File: src/rtl/fir4_avg_post_if.sv
// Handshake bundle between the FIR sum source, the averaging post stage and its consumer.
interface fir4_avg_post_if #(
  parameter int unsigned w     = 16,
  parameter int unsigned DEPTH = 4
);
  localparam int unsigned LW = $clog2(DEPTH) + 1;

  logic [w+1:0]  sum_in;
  logic          sum_valid;
  logic          out_ready;
  logic          clr_ovf;
  logic [w-1:0]  avg_out;
  logic          out_valid;
  logic [LW-1:0] level;
  logic          warm;
  logic          ovf;

  // Post stage view
  modport slave (
    input  sum_in, sum_valid, out_ready, clr_ovf,
    output avg_out, out_valid, level, warm, ovf
  );

  // Producer/consumer view
  modport master (
    output sum_in, sum_valid, out_ready, clr_ovf,
    input  avg_out, out_valid, level, warm, ovf
  );
endinterface

File: src/rtl/fir4_avg_post.sv
// Output stage for a 4-tap running-sum averaging FIR: scales sum/4, drops
// warm-up sums after reset and buffers averages in a small valid/ready FIFO.
// Build option FIR4_POST_ROUND_EN: round-half-up with saturation instead of truncation.
module fir4_avg_post #(
  parameter int unsigned w     = 16,
  parameter int unsigned DEPTH = 4,
  parameter int unsigned SKIP  = 4
) (
  input  logic           clk,
  input  logic           reset,
  fir4_avg_post_if.slave bus
);
  localparam int unsigned PW        = $clog2(DEPTH);
  localparam int unsigned LW        = PW + 1;
  localparam int unsigned CW        = (SKIP > 1) ? $clog2(SKIP) : 1;
  localparam int unsigned SKIP_LAST = (SKIP == 0) ? 0 : SKIP - 1;

  logic [w-1:0]  mem_q [DEPTH];
  logic [w-1:0]  mem_d [DEPTH];
  logic [PW-1:0] wr_ptr_q, wr_ptr_d;
  logic [PW-1:0] rd_ptr_q, rd_ptr_d;
  logic [LW-1:0] level_q, level_d;
  logic [CW-1:0] skip_q, skip_d;
  logic          warm_q, warm_d;
  logic          ovf_q, ovf_d;
  logic          valid_q, valid_d;
  logic [w-1:0]  avg_q, avg_d;

  logic [w-1:0]  avg_c;
  logic          pop_c, push_c, drop_c, full_c, push_req_c;

  // Sum to average conversion
`ifdef FIR4_POST_ROUND_EN
  logic [w+2:0] rnd_sum_c;
  logic [w+2:0] rnd_shr_c;
  always_comb begin
    rnd_sum_c = (w+3)'(bus.sum_in) + (w+3)'(2);
    rnd_shr_c = rnd_sum_c >> 2;
    if (rnd_shr_c > (w+3)'({w{1'b1}})) begin
      avg_c = {w{1'b1}};
    end else begin
      avg_c = rnd_shr_c[w-1:0];
    end
  end
`else
  always_comb begin
    avg_c = w'(bus.sum_in >> 2);
  end
`endif

  // Warm-up counting, FIFO push/pop, occupancy and overflow tracking
  always_comb begin
    mem_d    = mem_q;
    wr_ptr_d = wr_ptr_q;
    rd_ptr_d = rd_ptr_q;
    level_d  = level_q;
    skip_d   = skip_q;
    warm_d   = warm_q;
    ovf_d    = ovf_q;

    full_c     = (level_q == LW'(DEPTH));
    pop_c      = valid_q && bus.out_ready;
    push_req_c = warm_q && bus.sum_valid;
    push_c     = push_req_c && (!full_c || pop_c);
    drop_c     = push_req_c && full_c && !pop_c;

    if (!warm_q && bus.sum_valid) begin
      if (skip_q == CW'(SKIP_LAST)) begin
        warm_d = 1'b1;
      end else begin
        skip_d = skip_q + CW'(1);
      end
    end

    if (push_c) begin
      mem_d[wr_ptr_q] = avg_c;
      wr_ptr_d        = wr_ptr_q + PW'(1);
    end
    if (pop_c) begin
      rd_ptr_d = rd_ptr_q + PW'(1);
    end

    case ({push_c, pop_c})
      2'b10:   level_d = level_q + LW'(1);
      2'b01:   level_d = level_q - LW'(1);
      default: level_d = level_q;
    endcase

    // A drop in the same cycle as a clear keeps the flag set
    if (drop_c) begin
      ovf_d = 1'b1;
    end else if (bus.clr_ovf) begin
      ovf_d = 1'b0;
    end

    valid_d = (level_d != '0);
    avg_d   = mem_d[rd_ptr_d];
  end

  // State registers
  always_ff @(posedge clk or posedge reset) begin
    if (reset) begin
      for (int i = 0; i < int'(DEPTH); i++) mem_q[i] <= '0;
      wr_ptr_q <= '0;
      rd_ptr_q <= '0;
      level_q  <= '0;
      skip_q   <= '0;
      warm_q   <= 1'(SKIP == 0);
      ovf_q    <= 1'b0;
      valid_q  <= 1'b0;
      avg_q    <= '0;
    end else begin
      mem_q    <= mem_d;
      wr_ptr_q <= wr_ptr_d;
      rd_ptr_q <= rd_ptr_d;
      level_q  <= level_d;
      skip_q   <= skip_d;
      warm_q   <= warm_d;
      ovf_q    <= ovf_d;
      valid_q  <= valid_d;
      avg_q    <= avg_d;
    end
  end

  assign bus.avg_out   = avg_q;
  assign bus.out_valid = valid_q;
  assign bus.level     = level_q;
  assign bus.warm      = warm_q;
  assign bus.ovf       = ovf_q;
endmodule
File: src/flat_wrapper.sv
// flat-port wrapper written by rule: the top's interface ports become plain ports
module fir4_avg_post_flat 
#(
  parameter int unsigned w     = 16,
  parameter int unsigned DEPTH = 4,
  parameter int unsigned SKIP  = 4
)
  (clk, reset, bus_sum_in, bus_sum_valid, bus_out_ready, bus_clr_ovf, bus_avg_out, bus_out_valid, bus_level, bus_warm, bus_ovf);
  fir4_avg_post_if #(.w(w), .DEPTH(DEPTH)) bus_i ();
  input  logic clk;
  input  logic reset;
  input wire logic [$bits(bus_i.sum_in)-1:0] bus_sum_in;
  input wire logic [$bits(bus_i.sum_valid)-1:0] bus_sum_valid;
  input wire logic [$bits(bus_i.out_ready)-1:0] bus_out_ready;
  input wire logic [$bits(bus_i.clr_ovf)-1:0] bus_clr_ovf;
  output wire logic [$bits(bus_i.avg_out)-1:0] bus_avg_out;
  output wire logic [$bits(bus_i.out_valid)-1:0] bus_out_valid;
  output wire logic [$bits(bus_i.level)-1:0] bus_level;
  output wire logic [$bits(bus_i.warm)-1:0] bus_warm;
  output wire logic [$bits(bus_i.ovf)-1:0] bus_ovf;
  assign bus_i.sum_in = bus_sum_in;
  assign bus_i.sum_valid = bus_sum_valid;
  assign bus_i.out_ready = bus_out_ready;
  assign bus_i.clr_ovf = bus_clr_ovf;
  assign bus_avg_out = bus_i.avg_out;
  assign bus_out_valid = bus_i.out_valid;
  assign bus_level = bus_i.level;
  assign bus_warm = bus_i.warm;
  assign bus_ovf = bus_i.ovf;
  fir4_avg_post #(.w(w), .DEPTH(DEPTH), .SKIP(SKIP)) u_core (.clk(clk), .reset(reset), .bus(bus_i));
endmodule
File: config.mk
export PLATFORM = sky130hd
export DESIGN_NAME = fir4_avg_post_flat
export DESIGN_NICKNAME = d
export VERILOG_FILES = /design/src/rtl/fir4_avg_post_if.sv /design/src/rtl/fir4_avg_post.sv /design/src/flat_wrapper.sv
export SDC_FILE = /design/constraint.sdc
export NUM_CORES = 1
export LEC_CHECK = 0
export CAP_MARGIN = 20
export CORE_AREA = 10 10 137 126
export CTS_CLUSTER_DIAMETER = 30
export DETAILED_ROUTE_END_ITERATION = 6
export DIE_AREA = 0 0 147 136
export GPL_ROUTABILITY_DRIVEN = 0
export PLACE_DENSITY = 0.54
export SETUP_SLACK_MARGIN = 0.15
export SLEW_MARGIN = 20
export SYNTH_ARGS = -nofsm -noshare
export SYNTH_HDL_FRONTEND = slang
export SYNTH_SLANG_ARGS = --single-unit
File: constraint.sdc
create_clock -name clk -period 8.4 [get_ports clk]
set_input_delay 0.84 -clock clk [delete_from_list [all_inputs] [get_ports clk]]
set_output_delay 0.84 -clock clk [all_outputs]
set_load 0.1 [all_outputs]
==> results by group <==
Timing
  – Measured slew at the worst slew-check pin: 0.988 ns
  – RSZ-0062 raised after global routing: false
  – Final-report hold violation count: 0
  – F_max: between 300 and 400 MHz
  – Fin crit share: 0.391
  – Crit path time final: 3.28 ns
  – Max-slew violation count: 0
  – # setup viols final: 0
  – Clk_skew: 0.00658 ns
  – Setup TNS: 0 ns
  – Slew margin rel.: 0.339

Synth
  – Fraction of the mapped netlist area in adder cells: 0.0194
  – Post-synth EDFFs: 0
  – Yosys cell types: 41
  – Post-synth ARST share: 1.00
  – Syn Nets: 361
  – Post-synthesis xor/xnor area fraction: 0.0103
  – Cell taking the most area after synthesis: dfrtp_1
  – Post-synthesis cell count: 332
  – Simple-gate share of the synthesized area: 0.109
  – Sequential area share after synthesis: 0.542
  – Synth Warn #: 0
  – Top FF cell, synth: dfrtp_1
  – Yosys top cell area share: 0.542
  – Synth Register Bits: 92
  – Synth Area in Compound Gates: 0.0654
  – Post-Syn Area: 4250 um^2
  – Synth area leaders: dfrtp_1 (54%), mux2i_1 (7.5%), mux2_4 (7.1%)
  – Multiplexer share of the synthesized area: 0.183
  – Syn avg cell area: between 10 and 15 um^2
  – Largest family of logic cells by synthesized area: multiplexers

CTS
  – Cts hold-fix bufs: 0
  – H-tree Lvls: 3
  – Clock buffer count from CTS: 9
  – Post-CTS sizing: 0
  – CTS tree: done
  – Worst-path clk slew: about 0.060 ns
  – # Post-CTS Setup Buffers: 0
  – Max Root-Sink Buffers: 2
  – Clock Sinks: 92
  – Worst-skew pair later-pin latency: between 0.3 and 0.4 ns
  – Clock root buffer: clkbuf_16

Drt
  – Number of iterations in the first detailed-routing pass: 4
  – Drt wl/cell: approximately 16 um
  – Via Count: about 2500
  – WL final: 8.89 mm
  – DR iter-0 viols: 113
  – Post-route ant nets: 0
  – Avg Vias per Cell: 4.45
  – # DRC: 0

Critical path
  – Arrival @ worst endpoint: 3.51 ns
  – Worst Setup EP: u_core.bus.avg_out[12]
  – Reg-to-Reg Start: u_core.bus.level[0]
  – Critical Path, Cell by Cell: clkdlybuf4s50_1 -> and2_1 -> o211a_1 -> mux2i_1 -> a22oi_1 -> and3_1
  – Worst Setup Start Kind: primary input
  – Critical Path Slowest Stage Cell: o211a_1
  – FF-to-FF End: u_core.bus.avg_out[14]
  – Critical path peak fanout: 16
  – Critical path type: primary input to flip-flop
  – CP startpoint: bus_out_ready
  – Max incr delay on CP: 0.90 ns
  – Worst Path Required: 8.63 ns
  – Reg2Reg Depth: 5
  – R2r setup slk: between 5 and 6 ns
  – Crit. End Element: flip-flop

Worst hold path
  – Hold path cells: 2
  – Min-delay worst type: flip-flop to flip-flop

Flow run
  – Maxcap violations: 0

Finish
  – Antenna Cells: 0
  – Commonest non-fill, non-tap cells in the layout: dfrtp_1 (91), clkdlybuf4s50_1 (42), inv_1 (39), mux2i_1 (32), mux2_4 (20)
  – Leading cell type in the layout, fill and taps excluded: dfrtp_1
  – Area grow syn2layout: 19.3%
  – Fillers: 1427
  – Share of cells above drive strength 1: 0.128
  – Nets@finish: ~400
  – Multi-input gate area: approximately 1700 um^2
  – Seq. cell area: around 2300 um^2

Global routing
  – First-pass GRT wire length: 14.5 mm
  – Initial antenna violation count: 0
  – Vias in the first global route: 2701
  – Gr usage total: 0.0917
  – GRT overflow: 0
  – Largest net degree at the start of global routing: 50

Die
  – Initial core utilization: 0.294
  – Core area: 14500 um^2
  – Die area: 20000 um^2
  – Chip height: 136 um
  – Cell Rows: 42
  – Die Width: 147 um
  – # IOs: between 40 and 50

Placement
  – Post-detail-place hpwl: 5.70 mm
  – Port Buf Inserts: 42

Outcome
  – Status: finished clean
-- worst max-delay path, delay by kind of cell --
kind            cells  cell delay [ns]
simple gates        2             0.80
mux                 1             0.34
compound gates      2             1.04
buf+inv             1             0.47
-- cell usage after synthesis, drive strengths merged (3+ instances only) --
cell type and n:
dfrtp 92, inv 40, mux2 34, mux2i 32, and3 17, or3 17
or3b 17, a22oi 16, buf 10, clkbuf 8, nand2 6, ha 5
a21oi 4, o21ai 4, xnor2 4, nor2 3, nor3 3, o211ai 3
-- worst min-delay path by stage --
stage                           from  slack, ns                to
global route        u_core.mem_q[13]       0.50  u_core.mem_q[13]
finish              u_core.mem_q[50]       0.48  u_core.mem_q[50]
floorplan           u_core.mem_q[48]       0.45  u_core.mem_q[48]
detailed placement  u_core.mem_q[50]       0.47  u_core.mem_q[50]
CTS                 u_core.mem_q[50]       0.48  u_core.mem_q[50]
global placement    u_core.mem_q[49]       0.46  u_core.mem_q[49]
-- sequential cells by signal, indices dropped and copies added, names as in the netlist --
register,flops
u_core.mem_q,64
u_core.bus.avg_out,16
u_core.bus.level,3
u_core.rd_ptr_q,2
u_core.skip_q,2
u_core.wr_ptr_q,2
u_core.bus.out_valid,1
u_core.bus.ovf,1
u_core.bus.warm,1
-- kinds of logic (layout without fill, tap and decap cells) --
group	after synthesis	after routing
flip-flops	92	92
AND/OR/NAND/NOR	71	71
multiplexers	66	66
buffers and inverters	58	101
AO/OA/AOI/OAI	34	34
adder cells (fa/ha/maj)	6	6
XOR/XNOR	5	5
-- routing by layer --
| layer | vias up | track usage | share of wire |
|---|---|---|---|
| met5 | - | 0 | 0 |
| met1 | 1281 | 0.113 | 0.47 |
| met4 | 0 | 0.0429 | 0.017 |
| li1 | 1222 | - | - |
| met2 | 33 | 0.149 | 0.48 |
| met3 | 11 | 0.0226 | 0.033 |
-- through the flow --
step	instances	cell area, um^2	setup slack [ns]	util	hold WS, ns
floorplan	332	4250	5.17	-	0.447
global placement	557	4800	4.76	0.332	0.459
detailed placement	557	4800	4.71	0.332	0.466
CTS	573	5070	5.07	0.351	0.483
global route	573	5070	4.91	0.351	0.501
finish	573	5070	5.12	0.351	0.477
-- final cells by class --
class | instances | share of cell area
flip-flops and latches | 92 | 0.454
multi-input cells | 182 | 0.326
repair buffers | 45 | 0.0874
well taps | 198 | 0.0489
clock buffers | 10 | 0.0452
inverters | 40 | 0.0299
clock inverters | 6 | 0.00815
Power is left out: the tool's default activity adds up to more than one toggle a clock period on the data nets, which glitch-free logic cannot reach.
